## src/rtl/nonce_scheduler.sv

```systemverilog
// Nonce scheduler: sweeps nonces 0..NONCE_LAST of a captured header job into a hash core.
// Define NONCE_SCHEDULER_EARLY_ABORT_EN to end a job at its first reported hit.
module nonce_scheduler #(
  parameter logic [31:0] NONCE_LAST      = 32'hFFFF_FFFF,
  parameter int unsigned MAX_OUTSTANDING = 4
) (
  input  logic         clk,
  input  logic         rst_n,
  input  logic         sr_full,
  input  logic [351:0] sr_data,
  output logic         sr_read,
  output logic         core_valid,
  input  logic         core_ready,
  output logic [351:0] core_data,
  input  logic         core_result_valid,
  input  logic         core_hit,
  input  logic [31:0]  core_result_nonce,
  input  logic         abort,
  output logic         found_valid,
  output logic [31:0]  found_nonce,
  output logic         job_done,
  output logic [7:0]   hit_count
);

  typedef enum logic [1:0] {
    IDLE,
    ISSUE,
    DRAIN,
    DONE
  } state_t;

  localparam logic [2:0] MAX_OUT = 3'(MAX_OUTSTANDING);

  state_t       state;
  state_t       state_nx;
  logic [319:0] job;
  logic [31:0]  nonce;
  logic [2:0]   outst;
  logic [2:0]   outst_nx;
  logic         in_job;
  logic         res_hit;
  logic         hit_ok;
  logic         early_stop;
  logic         stop;
  logic         xfer;
  logic         res_dec;
  logic         last_xfer;
  logic         sr_tail_unused;

  // The low word of the header is replaced by the nonce.
  assign sr_tail_unused = ^sr_data[31:0];

  assign in_job  = (state == ISSUE) || (state == DRAIN);
  assign res_hit = core_result_valid & core_hit & in_job;

`ifdef NONCE_SCHEDULER_EARLY_ABORT_EN
  logic hit_seen;
  assign hit_ok     = res_hit & ~hit_seen;
  assign early_stop = hit_ok & (state == ISSUE);
`else
  assign hit_ok     = res_hit;
  assign early_stop = 1'b0;
`endif

  assign stop      = abort | early_stop;
  assign xfer      = core_valid & core_ready;
  assign last_xfer = xfer && (nonce == NONCE_LAST);
  // Results with nothing in flight are stray and must not underflow.
  assign res_dec   = core_result_valid & (outst != 3'd0);
  assign outst_nx  = outst + {2'b00, xfer} - {2'b00, res_dec};

  always_ff @(posedge clk or negedge rst_n) begin
    if (!rst_n) begin
      state <= IDLE;
    end else begin
      state <= state_nx;
    end
  end

  always_comb begin
    state_nx = state;
    unique case (state)
      IDLE: begin
        if (sr_full) state_nx = ISSUE;
      end
      ISSUE: begin
        if (stop || last_xfer) state_nx = DRAIN;
      end
      DRAIN: begin
        if (outst_nx == 3'd0) state_nx = DONE;
      end
      DONE: begin
        state_nx = IDLE;
      end
      default: state_nx = IDLE;
    endcase
  end

  always_comb begin
    sr_read    = 1'b0;
    core_valid = 1'b0;
    job_done   = 1'b0;
    unique case (state)
      IDLE:    sr_read = rst_n & sr_full;
      ISSUE:   core_valid = (outst < MAX_OUT) & ~stop;
      DRAIN:   core_valid = 1'b0;
      DONE:    job_done = 1'b1;
      default: sr_read = 1'b0;
    endcase
  end

  assign core_data = {job, nonce};

  always_ff @(posedge clk or negedge rst_n) begin
    if (!rst_n) begin
      job         <= '0;
      nonce       <= '0;
      outst       <= '0;
      hit_count   <= '0;
      found_valid <= 1'b0;
      found_nonce <= '0;
`ifdef NONCE_SCHEDULER_EARLY_ABORT_EN
      hit_seen    <= 1'b0;
`endif
    end else begin
      outst       <= outst_nx;
      found_valid <= hit_ok;
      if (sr_read) begin
        job       <= sr_data[351:32];
        nonce     <= '0;
        hit_count <= '0;
`ifdef NONCE_SCHEDULER_EARLY_ABORT_EN
        hit_seen  <= 1'b0;
`endif
      end else begin
        // The last nonce is held rather than wrapped.
        if (xfer && !last_xfer) nonce <= nonce + 32'd1;
        if (hit_ok) begin
          found_nonce <= core_result_nonce;
          if (hit_count != 8'hFF) hit_count <= hit_count + 8'd1;
`ifdef NONCE_SCHEDULER_EARLY_ABORT_EN
          hit_seen <= 1'b1;
`endif
        end
      end
    end
  end

endmodule

```

## config.mk

```make
export PLATFORM = sky130hd
export DESIGN_NAME = nonce_scheduler
export DESIGN_NICKNAME = d
export VERILOG_FILES = /design/src/rtl/nonce_scheduler.sv
export SDC_FILE = /design/constraint.sdc
export NUM_CORES = 1
export LEC_CHECK = 0
export CORE_AREA = 2 2 309 311
export DETAILED_ROUTE_END_ITERATION = 8
export DIE_AREA = 0 0 311 313
export PLACE_DENSITY = 0.47
export SYNTH_ARGS = -nofsm -noshare
export SYNTH_HDL_FRONTEND = slang
export SYNTH_SLANG_ARGS = --single-unit
```

## constraint.sdc

```tcl
create_clock -name clk -period 2.8 [get_ports clk]
set_input_delay 0.28 -clock clk [delete_from_list [all_inputs] [get_ports clk]]
set_output_delay 0.28 -clock clk [all_outputs]
set_load 0.1 [all_outputs]
```

==> Implementation_results.wiki <==
{| class="wikitable"
! Metric !! Value
|-
| Result of the run || complete, no violations
|-
| Class of the worst hold path || input port to async pin
|-
| Category of the most critical setup path || flip-flop to flip-flop
|-
| Util after Layout || 0.273
|-
| Data arrival at the endpoint of the critical path || 3.15 ns
|-
| Routed length per placed instance || 15.9 microns
|-
| Grt total ovfl || 0
|-
| Share of the synthesized area in the top cell type || 0.638
|-
| Maximum number of pins on one net before global-route repair || 144
|-
| Cell type with the largest total area after synthesis || dfrtp_1
|-
| Relative slew slack || 0.388
|-
| Initial antenna violation count || 1
|-
| Final Hold Viols || 0
|-
| Maximum net fanout on the critical path || 3
|-
| Maximum frequency from static timing analysis || 0.380 GHz
|-
| Pins Over Slew Limit || 0
|-
| Std-Cell Rows || 113
|-
| Leading cell types by count after synthesis || nand2_1 (980), dfrtp_1 (398), clkbuf_1 (80)
|-
| Main flop type after synthesis || dfrtp_1
|-
| Std-Cell Core Area || 94,200 sq um
|-
| Kind of cell adding the most delay to the critical path || adder cells
|-
| Die boundary width || 311 microns
|-
| Critical Path Sink Type || flip-flop
|-
| Actual slew at the worst max-slew pin || 0.919 ns
|-
| Number of violations reported at the end of detailed-routing iteration 0 || 704
|-
| Detailed-placement wirelength estimate || 43,500 microns
|-
| Number of max-cap violations || 0
|-
| Cell count after synthesis || 1,685
|-
| Area Overhead vs Synth || 64.5%
|-
| Fin crit period || 2.63 ns
|-
| Count of antenna diodes in the layout || 0
|-
| Via count of the first global-routing pass || 14,100
|-
| Kind of start point of the critical path || flip-flop
|-
| Global-route wire length before repair || 89,600 microns
|-
| Full die area || 97,300 sq um
|-
| Delay of the slowest cell on the worst path || 0.39 ns
|-
| Buffers added on ports || 754
|-
| Synthesized area per cell || 9.27 sq um
|-
| Unrepaired setup endpoints after global routing || no
|-
| Clock tree from TritonCTS || yes
|-
| Reg clk slew, reported paths || 0.06 ns
|-
| Post-synth net total || 2,086
|-
| Post-route clock skew || 0.0110 ns
|-
| YS warnings || 0
|-
| Die Span Y || 313 microns
|-
| Most repeated cell in the gate-level netlist after synthesis || nand2_1
|-
| Number of CTS-inserted buffers || 49
|-
| Proportion of synthesized flip-flops having asynchronous set or reset || 1.00
|-
| Biggest area contributors in the synthesized netlist || dfrtp_1 (64%), nand2_1 (24%), mux2_2 (2.3%)
|-
| Last weighted congestion value of the routability-driven placer || 0.779
|-
| Initial Utilization || 0.166
|-
| Count of nets left with antenna violations after detail routing || 0
|-
| Clk_lat worst skew || 0.58 ns
|-
| Cell at the root of the clock tree || clkbuf_16
|-
| Synth cell types || 51
|-
| Number of setup violations in the final report || 0
|-
| Critical path buffers and inverters || 4
|-
| Required time of the critical path || 3.32 ns
|-
| Source of the critical timing path || state[1]
|-
| Area of the mapped netlist || 15,600 sq um
|-
| Worst-case clock buffer depth || 3
|-
| DRT Wirelength || 59,500 microns
|-
| Synthesized flop and latch total || 398
|-
| Number of levels the H-tree was split into || 2
|-
| GRT Util Overall || 0.118
|-
| Drt pass-1 iters || 4
|-
| Startpoint of the worst-slack reg-to-reg timing path || state[1]
|-
| Post-DR vias/cell || 3.71
|-
| Number of ports placed on the die boundary || 787
|-
| Critical-path cell list || inv_2 -> ha_4 -> nor4bb_4 -> inv_2 -> ha_4 -> inv_1 -> ha_1 -> inv_1 -> fa_2 -> xor3_1 -> o31ai_4 -> and3_4 -> o32a_1
|-
| Number of enable flip-flop cells after synthesis || 0
|-
| Final worst-path cycle share || 0.941
|-
| Post-synthesis sequential area ratio || 0.638
|-
| Cell type of the slowest stage on the worst timing path || dfrtp_1
|-
| Total clock sinks || 398
|-
| Via count || 13,900
|-
| Post-layout nets || 2,844
|-
| Share of final-layout standard cells stronger than drive strength 1 || 0.229
|-
| Remaining design rule violation count || 0
|}
## stage by stage
stage | std cells | TNS (ns) | hold WS [ns] | cell area, sq um | worst slack, ns
2_1_floorplan | 1685 | 0 | -0.0156 | 15600 | 0.00141
3_3_place_gp | 3653 | -0.275 | 0.182 | 23800 | -0.143
3_5_place_dp | 3653 | -0.304 | 0.179 | 23800 | -0.156
4_1_cts | 3743 | 0 | 0.123 | 25600 | 0.0495
5_1_grt | 3746 | 0 | 0.152 | 25700 | 0.00469
6_report | 3746 | 0 | 0.177 | 25700 | 0.166
## cells by family after synthesis
kind of cell	share of synthesized area
and+or+nand+nor	0.271
xor gates and xnor gates	0.00769
muxes	0.0244
AOI/OAI and AO/OA	0.0268
DFF	0.638
adders and majority gates	0.00850
buffers and inverters	0.0239
## registers in the layout (all words and copies together), names as in the netlist
signal and count:
job 320, found_nonce 32, nonce 32, hit_count 8
outst 3, state 2, found_valid 1
## cell type report
type	instances	area [sq um]
repair buffers	790	6970
clock buffers	67	1410
flip-flops and latches	398	9960
fillers	10100	68500
well taps	1265	1580
multi-input cells	1191	5360
inverters	13	56.3
clock inverters	22	349
## placed cells by master (no fill, tap or decap), drive strengths merged, types with 13 or more instances in the layout
cell           instances
nand2                980
nand3                 13
mux2                  32
clkdlybuf4s50        357
dfrtp                398
nor2                  22
a21oi                 25
inv                   15
clkbuf                67
buf                  432
## repair_timing
item	in CTS	in global routing
pin swaps	2	2
endpoints found under the setup margin	2	3
endpoints found under the hold margin	80	0
setup buffers	0	4
gates resized for setup	2	7
hold buffers	1	0
## metal layers
metal	up-vias	GRT usage	part of all wire
li1	6797	-	-
met1	6545	0.142	0.41
met2	469	0.200	0.49
met3	67	0.0396	0.079
met4	2	0.0329	0.022
met5	-	0	0.00022
## final timing paths
check | end | slack (ns) | depth (start not counted)
max in group asynchronous | job[164] | 1.43 | 4
hold / removal | job[72] | 0.18 | 2
setup reg to reg | state[0] | 0.17 | 13
hold reg to reg | job[271] | 0.47 | 2
min in group clk | job[85] | 0.22 | 3
setup / recovery | state[0] | 0.17 | 13
Power is not shown: default switching activity piles up to over one toggle a cycle in this logic, so the estimate is an artifact.
